`src/rtl/uart_pkg.sv`:
```
// uart_pkg
// Definitions shared by the UART transmitter and receiver.
//   PAR_NONE / PAR_ODD / PAR_EVEN : parity mode selectors
//   uart_state_e                  : one-hot frame state encoding
package uart_pkg;

  localparam int PAR_NONE = 0;
  localparam int PAR_ODD  = 1;
  localparam int PAR_EVEN = 2;

  typedef enum logic [4:0] {
    ST_IDLE   = 5'b00001,
    ST_START  = 5'b00010,
    ST_DATA   = 5'b00100,
    ST_PARITY = 5'b01000,
    ST_STOP   = 5'b10000
  } uart_state_e;

endpackage

```
`src/rtl/uart_tx_fifo.sv`:
```
// uart_tx_fifo
// Synchronous word FIFO feeding the UART transmit shifter. The read port
// shows the head word combinationally so it can be loaded on the pop edge.
//   i_CLK, i_RESET_n : clock, async active-low reset (clears pointers/count)
//   push, wr_data    : write request; ignored while full
//   pop, rd_data     : read request; ignored while empty; rd_data = head word
//   full, empty      : status
//   count            : number of words stored
module uart_tx_fifo #(
  parameter int DATA_BITS  = 8,
  parameter int FIFO_DEPTH = 4
) (
  input  logic                          i_CLK,
  input  logic                          i_RESET_n,
  input  logic                          push,
  input  logic [DATA_BITS-1:0]          wr_data,
  input  logic                          pop,
  output logic [DATA_BITS-1:0]          rd_data,
  output logic                          full,
  output logic                          empty,
  output logic [$clog2(FIFO_DEPTH):0]   count
);

  localparam int AW = $clog2(FIFO_DEPTH);
  localparam int CW = AW + 1;

  logic [DATA_BITS-1:0] mem [FIFO_DEPTH];
  logic [AW-1:0]        wr_ptr;
  logic [AW-1:0]        rd_ptr;
  logic                 do_push;
  logic                 do_pop;

  assign full    = (count == CW'(FIFO_DEPTH));
  assign empty   = (count == '0);
  // A write against a full FIFO is dropped even when a pop happens alongside.
  assign do_push = push & ~full;
  assign do_pop  = pop & ~empty;
  assign rd_data = mem[rd_ptr];

  always_ff @(posedge i_CLK or negedge i_RESET_n) begin
    if (!i_RESET_n) begin
      wr_ptr <= '0;
      rd_ptr <= '0;
      count  <= '0;
    end else begin
      if (do_push) wr_ptr <= wr_ptr + 1'b1;
      if (do_pop)  rd_ptr <= rd_ptr + 1'b1;
      case ({do_push, do_pop})
        2'b10:   count <= count + 1'b1;
        2'b01:   count <= count - 1'b1;
        default: count <= count;
      endcase
    end
  end

  always_ff @(posedge i_CLK) begin
    if (do_push) mem[wr_ptr] <= wr_data;
  end

endmodule

```
`src/rtl/uart_tx_frame.sv`:
```
// uart_tx_frame
// Buffered UART transmitter: words from an internal FIFO are sent as
// START, DATA_BITS data bits (LSB first), optional parity, STOP_BITS stops.
// Back-to-back frames follow each other with no idle gap.
//   i_CLK, i_RESET_n : clock, async active-low reset
//   i_TX_DV          : write strobe, accepted when o_READY=1
//   i_PARALLEL_DATA  : word to transmit
//   o_READY          : FIFO not full
//   o_FIFO_COUNT     : words buffered (not counting the word being shifted)
//   o_SERIAL_DATA    : registered serial line, idle high
//   o_TX_ACTIVE      : frame in progress
//   o_TX_DONE        : one-cycle pulse after each completed frame
//
// state     | meaning
// ST_IDLE   | line high, waiting for a buffered word
// ST_START  | start bit (line low)
// ST_DATA   | data bits, shifter[0] on the line
// ST_PARITY | parity bit captured at pop time
// ST_STOP   | STOP_BITS stop bits (line high), may chain into ST_START
module uart_tx_frame #(
  parameter int CYCLES_PER_BIT = 434,
  parameter int DATA_BITS      = 8,
  parameter int PARITY         = 0,
  parameter int STOP_BITS      = 1,
  parameter int FIFO_DEPTH     = 4
) (
  input  logic                        i_CLK,
  input  logic                        i_RESET_n,
  input  logic                        i_TX_DV,
  input  logic [DATA_BITS-1:0]        i_PARALLEL_DATA,
  output logic                        o_READY,
  output logic [$clog2(FIFO_DEPTH):0] o_FIFO_COUNT,
  output logic                        o_SERIAL_DATA,
  output logic                        o_TX_ACTIVE,
  output logic                        o_TX_DONE
);

  import uart_pkg::*;

  localparam logic [31:0] BAUD_LAST = 32'(CYCLES_PER_BIT - 1);
  localparam logic [3:0]  DATA_LAST = 4'(DATA_BITS - 1);
  localparam logic [3:0]  STOP_LAST = 4'(STOP_BITS - 1);

  uart_state_e          state_q, state_d;
  logic [31:0]          baud_q, baud_d;
  logic [3:0]           bit_q, bit_d;
  logic [DATA_BITS-1:0] shift_q, shift_d;
  logic                 par_q, par_d;
  logic                 line_d, done_d, active_d;
  logic                 bit_end;
  logic                 word_parity;
  logic                 fifo_pop, fifo_full, fifo_empty;
  logic [DATA_BITS-1:0] fifo_rd_data;

  uart_tx_fifo #(
    .DATA_BITS  (DATA_BITS),
    .FIFO_DEPTH (FIFO_DEPTH)
  ) u_fifo (
    .i_CLK     (i_CLK),
    .i_RESET_n (i_RESET_n),
    .push      (i_TX_DV),
    .wr_data   (i_PARALLEL_DATA),
    .pop       (fifo_pop),
    .rd_data   (fifo_rd_data),
    .full      (fifo_full),
    .empty     (fifo_empty),
    .count     (o_FIFO_COUNT)
  );

  assign o_READY = ~fifo_full;
  assign bit_end = (baud_q == BAUD_LAST);
  // Parity comes from the head word as it is popped, not from the shifter.
  assign word_parity = (PARITY == PAR_EVEN) ? ^fifo_rd_data : ~^fifo_rd_data;

  always_comb begin
    state_d  = state_q;
    baud_d   = bit_end ? '0 : baud_q + 32'd1;
    bit_d    = bit_q;
    shift_d  = shift_q;
    par_d    = par_q;
    fifo_pop = 1'b0;
    done_d   = 1'b0;
    case (state_q)
      ST_IDLE: begin
        baud_d = '0;
        if (!fifo_empty) begin
          fifo_pop = 1'b1;
          shift_d  = fifo_rd_data;
          par_d    = word_parity;
          bit_d    = '0;
          state_d  = ST_START;
        end
      end
      ST_START: begin
        if (bit_end) begin
          bit_d   = '0;
          state_d = ST_DATA;
        end
      end
      ST_DATA: begin
        if (bit_end) begin
          if (bit_q == DATA_LAST) begin
            bit_d   = '0;
            state_d = (PARITY != PAR_NONE) ? ST_PARITY : ST_STOP;
          end else begin
            bit_d   = bit_q + 4'd1;
            shift_d = shift_q >> 1;
          end
        end
      end
      ST_PARITY: begin
        if (bit_end) state_d = ST_STOP;
      end
      ST_STOP: begin
        if (bit_end) begin
          if (bit_q == STOP_LAST) begin
            done_d = 1'b1;
            if (!fifo_empty) begin
              fifo_pop = 1'b1;
              shift_d  = fifo_rd_data;
              par_d    = word_parity;
              bit_d    = '0;
              state_d  = ST_START;
            end else begin
              state_d = ST_IDLE;
            end
          end else begin
            bit_d = bit_q + 4'd1;
          end
        end
      end
      default: state_d = ST_IDLE;
    endcase

    // Line level is decoded from the next state so the output register
    // changes on the same edge as the state.
    case (state_d)
      ST_START:  line_d = 1'b0;
      ST_DATA:   line_d = shift_d[0];
      ST_PARITY: line_d = par_d;
      default:   line_d = 1'b1;
    endcase
    active_d = (state_d != ST_IDLE);
  end

  always_ff @(posedge i_CLK or negedge i_RESET_n) begin
    if (!i_RESET_n) begin
      state_q       <= ST_IDLE;
      baud_q        <= '0;
      bit_q         <= '0;
      shift_q       <= '0;
      par_q         <= 1'b0;
      o_SERIAL_DATA <= 1'b1;
      o_TX_ACTIVE   <= 1'b0;
      o_TX_DONE     <= 1'b0;
    end else begin
      state_q       <= state_d;
      baud_q        <= baud_d;
      bit_q         <= bit_d;
      shift_q       <= shift_d;
      par_q         <= par_d;
      o_SERIAL_DATA <= line_d;
      o_TX_ACTIVE   <= active_d;
      o_TX_DONE     <= done_d;
    end
  end

endmodule
```
`config.mk`:
```
export PLATFORM = sky130hd
export DESIGN_NAME = uart_tx_frame
export DESIGN_NICKNAME = d
export VERILOG_FILES = /design/src/rtl/uart_pkg.sv /design/src/rtl/uart_tx_fifo.sv /design/src/rtl/uart_tx_frame.sv
export SDC_FILE = /design/constraint.sdc
export NUM_CORES = 1
export LEC_CHECK = 0
export BUFFER_PORTS_ARGS = -buffer_cell sky130_fd_sc_hd__buf_2
export CAP_MARGIN = 5
export CORE_AREA = 2 2 104 106
export CTS_CLUSTER_SIZE = 14
export DETAILED_ROUTE_END_ITERATION = 16
export DIE_AREA = 0 0 106 108
export GPL_TIMING_DRIVEN = 0
export SETUP_SLACK_MARGIN = 0.4
export SLEW_MARGIN = 10
export SYNTH_ARGS = -nofsm -noshare
export SYNTH_HDL_FRONTEND = slang
export SYNTH_SLANG_ARGS = --single-unit
```
`constraint.sdc`:
```
create_clock -name i_CLK -period 6.2 [get_ports i_CLK]
set_clock_uncertainty 0.1 [all_clocks]
set_input_delay 0.31 -clock i_CLK [delete_from_list [all_inputs] [get_ports i_CLK]]
set_output_delay 0.31 -clock i_CLK [all_outputs]
set_load 0.03 [all_outputs]
```
=== Yosys cells after proc, flatten, opt, wreduce, memory -nomap -nowiden ===
Memory sizes are Yosys's and may differ from the RTL's.
Cells that the tools add are included.

* Memory bits (writable): 32
* Memories kept: 1
* Word-level logic and storage cells: 89
* Register bits after elaboration: 60
* Output and inout bits: 7
* Bits in latches: 0
* Bits in read-only memories: 0

* Multiply operators: 0
* Bitwise operators: 4
* $add $sub $neg: 6
* Equal/unequal tests: 19
* Reductions and logical operators: 8
* Muxes and demuxes: 39
* Shift operators: 0
* Magnitude comparators: 0
* Div/mod/pow operators: 0

{| class="wikitable"
|+ Memories
! name !! words !! width !! read ports !! clocked after memory_dff !! write ports !! RTL line !! text
|-
| u_fifo.mem || 4 || 8 || 1 || 0 || 1 || uart_tx_fifo.sv:27 || <nowiki>logic [DATA_BITS-1:0] mem [FIFO_DEPTH];</nowiki>
|}

{| class="wikitable"
|+ Operators with widths
! kind !! number
|-
| $mux W32 || 2
|-
| $mux W8 || 5
|-
| $mux W5 || 7
|-
| $add A32 B1 Y32 const B || 1
|-
| $eq A32 B9 Y1 const B || 1
|-
| $pmux W5 S5 || 1
|-
| $mux W4 || 6
|-
| $pmux W8 S3 || 1
|-
| $pmux W4 S4 || 1
|-
| $mux W1 || 11
|-
| $eq A5 B2 Y1 const B || 2
|-
| $eq A5 B3 Y1 const B || 2
|-
| $eq A5 B4 Y1 const B || 2
|-
| $ne A2 B2 Y1 const B || 5
|-
| $reduce_xnor A8 Y1 || 1
|-
| $pmux W3 S2 || 1
|-
| $eq A5 B1 Y1 const B || 1
|-
| $eq A5 B5 Y1 const B || 1
|-
| $ne A5 B1 Y1 const B || 1
|-
| $reduce_and A5 Y1 || 1
|-
| $add A2 B1 Y2 const B || 2
|-
| $add A4 B1 Y4 const B || 1
|-
| $eq A4 B3 Y1 const B || 1
|-
| $logic_not A4 Y1 || 1
|-
| other kinds (15) || 18
|}

=== Logic depth before layout (Yosys ltp) ===
Gate-level depths: netlist of run 1.

* Depth after elaboration: 8
* Depth in mapped cells: 14

=== Cells and area by module ===
Synthesis of run 1 repeated with hierarchy kept, for this count alone.

* Cells, all modules: 409
* Area, all modules: 4588.2 um^2

{| class="wikitable"
|+ Modules (own cells, without submodules)
! module !! area an instance (um^2) !! cells an instance !! times used
|-
| uart_tx_frame || 2995.4 || 330 || 1
|-
| uart_tx_fifo || 1592.8 || 79 || 1
|}

=== Least setup slack after synthesis of run 1 ===
No wires, ideal clock.

* Kind: flip-flop to flip-flop
* From: register bit_q[0]
* To: register u_fifo.count[2]
* Setup time: 81 ps
* Required time: 6019 ps
* Buffers on the path: 1
* Clock period less this slack: 2833 ps
* Setup slack: 3367 ps
* Arrival: 2652 ps
* Cell stages (with the launch flop): 15
* Path through: dfrtp_1 -> inv_1 -> ha_1 -> nor3b_1 -> nand3_2 -> nor3_2 -> o21ai_2 -> buf_4 -> inv_1 -> ha_1 -> inv_1 -> fa_1 -> xor2_1 -> nor2_1 -> xor2_1

* Cells in the longest elaborated chain, start to end: 7
* Elaborated cells between the ends (all ways): 9
* Those cells by class: eq/ne (2); mux (4); bitwise (1); reduce/logical (2)

{| class="wikitable"
|+ RTL lines
! item !! RTL line !! text
|-
| start, declared || uart_tx_frame.sv:46 || <nowiki>logic [3:0] bit_q, bit_d;</nowiki>
|-
| start signal, assigned || uart_tx_frame.sv:159 || <nowiki>bit_q <= bit_d;</nowiki>
|-
| $logic_not A4 Y1 * || uart_tx_frame.sv:116 || <nowiki>if (bit_q == STOP_LAST) begin</nowiki>
|-
| $mux W1 * || uart_tx_frame.sv:116 ||
|-
| $mux W1 * || uart_tx_frame.sv:115 || <nowiki>if (bit_end) begin</nowiki>
|-
| $pmux W1 S2 * || uart_tx_frame.sv:83 || <nowiki>case (state_q)</nowiki>
|-
| $and A1 B1 Y1 * || uart_tx_fifo.sv:37 || <nowiki>assign do_pop = pop & ~empty;</nowiki>
|-
| net u_fifo.do_pop || uart_tx_fifo.sv:31 || <nowiki>logic do_pop;</nowiki>
|-
| $eq A2 B1 Y1 / $eq A2 B2 Y1 (equally long branches) || uart_tx_fifo.sv:48 || <nowiki>case ({do_push, do_pop})</nowiki>
|-
| $pmux W3 S2 / $reduce_bool A2 Y1 (equally long branches) || - ||
|-
| end signal, assigned || uart_tx_fifo.sv:49 || <nowiki>2'b10: count <= count + 1'b1;</nowiki>
|-
| end signal, assigned || uart_tx_fifo.sv:50 || <nowiki>2'b01: count <= count - 1'b1;</nowiki>
|-
| end signal, assigned || uart_tx_fifo.sv:51 || <nowiki>default: count <= count;</nowiki>
|-
| end, declared || uart_tx_fifo.sv:21 || <nowiki>output logic [$clog2(FIFO_DEPTH):0] count</nowiki>
|}

Mark *: on every way through the listed nets, which the timed path passes. The rest lies on a longest branch.
A chain may end at the register's enable or synchronous reset.

=== Final worst setup path of run 1 ===
Same ends and word-level chain as after synthesis.

==> results_dict.tcl, run 1 <==
set metrics [dict create \
    status "finished clean" \
    synth.distinct_cells 62 \
    core_mm2 0.0102 \
    finalHoldViolations 0 \
    crit_type "register to register" \
    yosys.area.top_type_share 0.319 \
    synth_area_mm2 0.00454 \
    gr-usage-all-layers 0.167 \
    row_count 37 \
    cts_buffer_depth 2 \
    path_cells "inv_1 -> ha_1 -> nor3b_1 -> nand3_2 -> nor3_2 -> o21ai_2 -> buf_4 -> inv_1 -> ha_1 -> inv_1 -> fa_1 -> xor2_1 -> nor2_1 -> xor2_1" \
    drive_gt1_frac 0.156 \
    cts_tree "built" \
    max_stage_delay_ns 0.42 \
    grt_remaining_overflow 0 \
    hold_path.class "primary input to register" \
    grt_setup_unrepaired "no" \
    timing.hold.ws_ns 0.0498 \
    utilization 0.492 \
    path_depth 14 \
    clock-root-buffer "clkbuf_8" \
    wire_per_inst_um 15.0 \
    worst_pin_slew_ns 0.763 \
    final-max-slew-violation-count 0 \
    wl_um 8540 \
    drc 0 \
    cp_slowest_cell "nor3b_1" \
    period_share 0.528 \
    initial_core_util 0.444 \
    cp-end-kind "register" \
    synth_area_per_cell_um2 11.3 \
    reg2reg_depth 14 \
    gp_congestion 0.934 \
    seq_area_frac_synth 0.542 \
    synth_area_leader_cell "dfrtp_1" \
    drt_iter0_markers 173 \
    critPathBufInv 4 \
    vdd_drop_max_mv 0.207 \
    grt_pass1_vias 3048 \
    die_h_um 108 \
    area_delta_synth_final_pct 10.8 \
    synth_cells 401 \
    period_needed_ns 3.27 \
    grt_pass1_wl_um 14900 \
    nets 451 \
    p_leak_nw 2.10 \
    synth-main-ff-cell "dfrtp_1" \
    dp_hpwl_um 5990 \
    p_sw_mw 0.370 \
    swShare 0.271 \
    whs_path_depth 1 \
    cp-start-kind "register" \
    vias_per_cell 5.24 \
    synthTopCellsByCount "dfrtp_1, nor2_1, edfxtp_1" \
    synth_most_common_cell "dfrtp_1" \
    fmax_mhz 305 \
    p_int_mw 0.996 \
    power_frac_comb 0.147 \
    yosys_warnings 0 \
    synth.area.top_cells "dfrtp_1, edfxtp_1, xor2_1" \
    port_buffers 17 \
    clkPwrFrac 0.329 \
    worst_ep_required_time_ns 6.40 \
    ys_ff_latch 92 \
    critPathTopFamily "simple AND/OR/NAND/NOR gates" \
    slew_headroom 0.491 \
    design.die.area_mm2 0.0114 \
    cts-buffers-inserted 9 \
    clkSinkCount 92 \
    num_vias 2991 \
    num_antenna_cells 0 \
    synth-edff-count 32 \
    ioPinCount 18 \
    dr.pass1.iters 4 \
    clk_pin_slew_worst_paths_ns 0.10 \
    cp_common_cell "inv_1" \
    critPathMaxFanout 10 \
    insertion_delay_ns 0.37 \
    synthArstFlopShare 0.652 \
    ant_nets 0 \
    antenna_found_initial 0 \
    grt_max_degree 61 \
    critPathArrivalTime_ns 3.47 \
    fp.dieW_um 106 \
    htreeDepth 3 \
    maxCapViolations 0 \
    power_density_mw_per_mm2 272 \
    seq_power_share 0.525 \
    syn_nets 422 \
    fin_tns_setup_ns 0 \
    setup_viol 0 \
]
## metrics by stage
step | cells | instance area (um2) | worst slack, ns | power, mW
finish | 571 | 5030 | 2.93 | 1.37
global placement | 554 | 4800 | 2.97 | 0.924
CTS | 571 | 5030 | 2.91 | 1.39
global route | 571 | 5030 | 2.68 | 1.44
detailed placement | 554 | 4800 | 2.93 | 0.937
floorplan | 401 | 4540 | 3.37 | 0.868
## registers in the layout (all words and copies together) (netlist names)
register,count
baud_q,32
u_fifo.mem,32
shift_q,8
state_q,5
bit_q,4
u_fifo.count,3
u_fifo.rd_ptr,2
u_fifo.wr_ptr,2
o_SERIAL_DATA,1
o_TX_ACTIVE,1
o_TX_DONE,1
par_q,1
## worst register-to-register path, stage by stage (launching register included)
cell and delay (ns):
dfrtp_1 0.41, inv_1 0.10, ha_1 0.16, nor3b_1 0.42, nand3_2 0.19, nor3_2 0.38
o21ai_2 0.13, buf_4 0.20, inv_1 0.09, ha_1 0.18, inv_1 0.06, fa_1 0.37
xor2_1 0.15, nor2_1 0.12, xor2_1 0.16
## cell usage in the layout (no fill, tap or decap), types with 11 or more instances in the layout
master / netlist / routed
xor2_1: 23 / 23
dfrtp_1: 58 / 58
nand3_1: 20 / 20
xnor2_1: 18 / 18
buf_2: 7 / 23
nand2_1: 30 / 30
inv_1: 15 / 15
nor2_1: 52 / 52
and3_1: 11 / 11
edfxtp_1: 32 / 32
## metal layers
metal / vias to the layer above / part of all wire / GRT usage
met5: - / 0 / 0
met4: 0 / 0.016 / 0.0564
met3: 14 / 0.034 / 0.0440
met2: 45 / 0.47 / 0.275
met1: 1435 / 0.48 / 0.215
li1: 1497 / - / -
## area by class of cell
class | count | area [um2]
Buffer | 13 | 68.8
Clock buffer | 9 | 124
Clock inverter | 7 | 97.6
Fill cell | 912 | 5200
Inverter | 15 | 56.3
Multi-Input combinational cell | 281 | 1950
Sequential cell | 92 | 2460
Tap cell | 136 | 170
Timing Repair Buffer | 18 | 97.6
## path summary, 6_finish.rpt
check,start,slack [ns],end
min in group asynchronous,i_RESET_n,0.45,baud_q[20]
worst max register to register,bit_q[0],2.93,u_fifo.count[2]
worst max-delay path,bit_q[0],2.93,u_fifo.count[2]
max in group asynchronous,i_RESET_n,5.05,bit_q[1]
worst min-delay path,i_PARALLEL_DATA[1],0.05,u_fifo.mem[1][1]
worst min register to register,shift_q[0],0.39,shift_q[0]
## kinds of logic (layout without fill, tap and decap cells)
kind of cell               Yosys count  count (layout)  synth area share
adders and majority gates           10              10            0.0292
muxes                                9               9            0.0418
AOI/OAI and AO/OA                   44              44            0.0716
xor gates and xnor gates            41              41            0.0790
buffers and inverters               28              62            0.0275
DFF                                 92              92             0.542
and+or+nand+nor                    177             177             0.208
## what timing repair did
item	4_1_cts	5_1_grt
gates resized for setup	0	0
endpoints found under the hold margin	58	0
buffers inserted	0	0
hold buffers	1	0
## power by group through the flow
stage	clock network, mW	logic [mW]	registers [mW]
2_1_floorplan	0	0.124	0.744
3_3_place_gp	0	0.196	0.728
3_5_place_dp	0	0.207	0.730
4_1_cts	0.466	0.207	0.718
5_1_grt	0.490	0.225	0.722
6_report	0.449	0.200	0.717
(Power assumes the default switching activity.)
==> inputs of run 2 (changes only) <==
==> constraint.sdc (replaced) <==
create_clock -name i_CLK -period 2.7 [get_ports i_CLK]
set_clock_uncertainty 0.1 [all_clocks]
set_input_delay 0.135 -clock i_CLK [delete_from_list [all_inputs] [get_ports i_CLK]]
set_output_delay 0.135 -clock i_CLK [all_outputs]
set_load 0.03 [all_outputs]
==> run 2 against run 1 <==
Worst hold slack lost 0.0011 ns. Count of clock-buffer cells in the layout is the same. Core utilization grew 7.1 points. Critical path type unchanged. Highest routed layer unchanged.
==> results_dict.tcl, run 2 (synthesized netlist as in run 1, its figures left out) <==
set metrics [dict create \
    design.die.area_mm2 0.0114 \
    multi_input_area_mm2 0.00227 \
    whs_path_depth 3 \
    row_count 37 \
    ioPinCount 18 \
    hold_path.class "primary input to register" \
    vias_per_cell 5.30 \
    vdd_drop_max_mv 0.406 \
    drt_iter0_markers 119 \
    top_regs "baud_q x32, u_fifo.mem x32, shift_q x8" \
    core_mm2 0.0102 \
    cp-end-kind "register" \
    busiest_layer "met2" \
    wl_um 9400 \
    final_cell_mix "dfrtp_1, edfxtp_1, nand2_1" \
    period_needed_ns 2.63 \
    antenna_found_initial 0 \
    initial_core_util 0.444 \
    critPathMaxFanout 6 \
    maxCapViolations 0 \
    die_h_um 108 \
    fp.dieW_um 106 \
    reg2reg_depth 12 \
    gr-usage-met3 0.0494 \
    crit_type "register to register" \
    cts_buffer_depth 2 \
    met1_usage 0.227 \
    area_delta_synth_final_pct 26.8 \
    critPathArrivalTime_ns 2.85 \
    drive_gt1_frac 0.304 \
    dpl.cell_count 554 \
    insertion_delay_ns 0.38 \
    nets 487 \
    port_buffers 17 \
    clk_pin_slew_worst_paths_ns 0.10 \
    finalHoldViolations 0 \
    grt_pass1_vias 3160 \
    worst_ep_required_time_ns 2.91 \
    num_vias 3220 \
    gp_congestion 0.864 \
    power_density_mw_per_mm2 556 \
    cts_tree "built" \
    drc 0 \
    ant_nets 0 \
    setup_viol 0 \
    period_share 0.975 \
    grt_remaining_overflow 0 \
    dr.pass1.iters 5 \
    clkSinkCount 92 \
    cts-buffers-inserted 9 \
    num_antenna_cells 0 \
    instances_no_fill 607 \
    gr-usage-all-layers 0.175 \
    reg2reg_slack_ns 0.07 \
    dp_hpwl_um 6120 \
    use_met2 0.285 \
    clock-root-buffer "clkbuf_8" \
    slew_headroom 0.480 \
    final_common_cell "dfrtp_1" \
    utilization 0.563 \
    cp-start-kind "register" \
    p_leak_nw 2.33 \
    status "finished clean" \
    htreeDepth 3 \
    final-max-slew-violation-count 0 \
    grt_setup_unrepaired "yes" \
    setup_ws_ns 0.0671 \
    worst_pin_slew_ns 0.781 \
    seq_area_mm2 0.00247 \
    fmax_mhz 380 \
    grt_pass1_wl_um 15500 \
    wire_per_inst_um 15.5 \
    grt_max_degree 61 \
    place_ws_ns -0.227 \
    fillers 856 \
]
[run 2: worst paths after layout]
check,end,startpoint
setup / recovery,u_fifo.count[2],baud_q[20]
hold / removal,u_fifo.wr_ptr[0],i_TX_DV
setup reg to reg,u_fifo.count[2],baud_q[20]
hold reg to reg,shift_q[4],shift_q[5]
max in group asynchronous,baud_q[2],i_RESET_n
min in group asynchronous,baud_q[6],i_RESET_n
[run 2: worst max-delay path, stage by stage, from the launching register on]
cell	delay [ns]
dfrtp_1	0.45
nor4_1	0.35
nand4_1	0.30
nor3_4	0.22
o21ai_2	0.08
buf_6	0.13
inv_4	0.05
ha_4	0.12
inv_2	0.03
fa_2	0.33
xor2_1	0.14
nor2_1	0.10
xor2_1	0.15
[run 2: metal layers]
layer  up-vias  routed length (um)
met5         -                   0
met4         0                 122
met3        11                 366
met2        69                4710
met1      1565                4200
li1       1575                   -
[run 2: layout make-up]
cell class	count	share of cell area
inverter	15	0.0102
multi-input combinational	281	0.394
tap	136	0.0295
buffer	13	0.0198
sequential	92	0.428
timing repair buffer	54	0.0790
clock inverter	7	0.0182
clock buffer	9	0.0215
[run 2: timing repair]
item | 4_1_cts | 5_1_grt
cloned | 0 | 3
endpoints found under the hold margin | 90 | 0
endpoints found under the setup margin | 41 | 39
buffers inserted | 16 | 9
hold buffers | 9 | 0
pin swaps | 18 | 26
gates resized for setup | 22 | 61
[run 2: power breakdown]
group	switching, mW	internal (mW)
registers	0.0600	1.59
logic	0.288	0.184
clock network	0.545	0.539
total	0.894	2.31
[run 2: metrics by stage]
step	power [mW]	hold slack, ns	setup TNS (ns)	area [um2]
after detailed placement	2.15	0.173	-0.333	4850
after global placement	2.13	0.252	-0.256	4850
final	3.21	0.0487	0	5760
after CTS	3.24	0.0293	0	5380
after floorplan	2.00	-0.261	0	4590
after global routing	3.36	0.0716	-0.117	5760
==> inputs of run 3 (changes only) <==
--- a/config.mk
+++ b/config.mk
@@ -12,6 +12,7 @@
 export DETAILED_ROUTE_END_ITERATION = 16
 export DIE_AREA = 0 0 106 108
 export GPL_TIMING_DRIVEN = 0
+export MAX_ROUTING_LAYER = met4
 export SETUP_SLACK_MARGIN = 0.4
 export SLEW_MARGIN = 10
 export SYNTH_ARGS = -nofsm -noshare
==> run 3 against run 2 <==
Power fell by 0.23%. Core utilization did not move. Sequential share of layout area is the same. Critical path depth did not move. Worst hold slack improved by 0.0016 ns. Count of clock-buffer cells in the layout unchanged. Final area did not move.
==> results_dict.tcl, run 3 (synthesized netlist as in run 1, its figures left out) <==
set metrics [dict create \
    status "finished clean" \
    hold_path.class "primary input to register" \
    dp_hpwl_um 6120 \
    worstSetupStartpoint "baud_q[20]" \
    clkSinkCount 92 \
    grt_max_degree 61 \
    clkPwrFrac 0.337 \
    maxCapViolations 0 \
    period_needed_ns 2.62 \
    nets 487 \
    p_sw_mw 0.886 \
    final-max-slew-violation-count 0 \
    gr-usage-all-layers 0.180 \
    period_share 0.971 \
    swShare 0.277 \
    wl_um 9390 \
    top_regs "baud_q x32, u_fifo.mem x32, shift_q x8" \
    num_vias 3225 \
    clk_pin_slew_worst_paths_ns 0.10 \
    slew_headroom 0.476 \
    row_count 37 \
    antenna_found_initial 0 \
    finalHoldViolations 0 \
    initial_core_util 0.444 \
    area_delta_synth_final_pct 26.8 \
    cts-buffers-inserted 9 \
    crit_type "register to register" \
    drt_iter0_markers 113 \
    hold_start "i_TX_DV" \
    cp-start-kind "register" \
    setup_viol 0 \
    design.die.area_mm2 0.0114 \
    p_int_mw 2.31 \
    vdd_drop_max_mv 0.406 \
    port_buffers 17 \
    drive_gt1_frac 0.304 \
    num_antenna_cells 0 \
    final_cell_mix "dfrtp_1, edfxtp_1, nand2_1" \
    cp-end-kind "register" \
    power_density_mw_per_mm2 555 \
    final_common_cell "dfrtp_1" \
    critPathArrivalTime_ns 2.83 \
    grt_pass1_wl_um 15500 \
    reg2reg_depth 12 \
    wire_per_inst_um 15.5 \
    setup_ws_ns 0.0786 \
    die_h_um 108 \
    worst_ep_required_time_ns 2.91 \
    cts_buffer_depth 2 \
    insertion_delay_ns 0.38 \
    cts_tree "built" \
    seq_power_share 0.515 \
    p_leak_nw 2.33 \
    drc 0 \
    dr.pass1.iters 4 \
    fp.dieW_um 106 \
    grt_setup_unrepaired "yes" \
    critPathMaxFanout 6 \
    htreeDepth 3 \
    gp_congestion 0.878 \
    place_ws_ns -0.227 \
    fin_tns_setup_ns 0 \
    worst_pin_slew_ns 0.786 \
    vias_per_cell 5.31 \
    whs_path_depth 3 \
    ant_nets 0 \
    clock-root-buffer "clkbuf_8" \
    fmax_mhz 381 \
    grt_pass1_vias 3168 \
    rr_startpoint "baud_q[20]" \
    timing.hold.ws_ns 0.0504 \
    ioPinCount 18 \
    power_frac_comb 0.148 \
    core_mm2 0.0102 \
    grt_remaining_overflow 0 \
]
-- run 3: layer usage --
metal  routed length, um  part of all wire  up-vias  global-route usage
met5                   0                 0        -                   -
met4                 114             0.012        0              0.0564
met3                 394             0.042       15              0.0494
met2                4720              0.50       61               0.285
met1                4160              0.44     1577               0.227
li1                    -                 -     1572                   -
-- run 3: power groups by stage --
| stage | sequential (mW) | clock (mW) | combinational [mW] |
|---|---|---|---|
| after global routing | 1.66 | 1.17 | 0.531 |
| after floorplan | 1.71 | 0 | 0.292 |
| after global placement | 1.67 | 0 | 0.457 |
| final | 1.65 | 1.08 | 0.473 |
| after CTS | 1.65 | 1.11 | 0.483 |
| after detailed placement | 1.68 | 0 | 0.474 |
-- run 3: critical path: stages, from the launching register on --
cell	delay, ns
dfrtp_1	0.45
nor4_1	0.35
nand4_1	0.29
nor3_4	0.22
o21ai_2	0.08
buf_6	0.13
inv_4	0.05
ha_4	0.12
inv_2	0.03
fa_2	0.33
xor2_1	0.14
nor2_1	0.10
xor2_1	0.15
-- run 3: layout make-up --
cell class	count	area, um2
Multi-Input combinational cell	281	2270
Clock buffer	9	124
Inverter	15	58.8
Fill cell	856	4470
Clock inverter	7	105
Tap cell	136	170
Timing Repair Buffer	54	455
Buffer	13	114
Sequential cell	92	2470
-- run 3: worst paths after layout --
check,endpoint,slack (ns)
setup / recovery,u_fifo.count[2],0.08
hold / removal,u_fifo.wr_ptr[0],0.05
setup reg to reg,u_fifo.count[2],0.08
hold reg to reg,shift_q[1],0.42
max in group asynchronous,baud_q[2],1.68
min in group asynchronous,baud_q[6],0.26
-- run 3: what timing repair did --
action / in CTS / in global routing
setup endpoints to repair: 41 / 39
cloned: 0 / 3
hold endpoints to repair: 90 / 0
resized for setup: 22 / 61
buffers inserted: 16 / 9
hold buffers: 9 / 0
pin swaps: 18 / 26
-- run 3: through the flow --
| step | total power [mW] | cell area (um2) | util | std cells |
|---|---|---|---|---|
| 2_1_floorplan | 2.00 | 4590 | - | 401 |
| 3_3_place_gp | 2.13 | 4850 | 0.474 | 554 |
| 3_5_place_dp | 2.15 | 4850 | 0.474 | 554 |
| 4_1_cts | 3.24 | 5380 | 0.526 | 595 |
| 5_1_grt | 3.37 | 5760 | 0.563 | 607 |
| 6_report | 3.20 | 5760 | 0.563 | 607 |
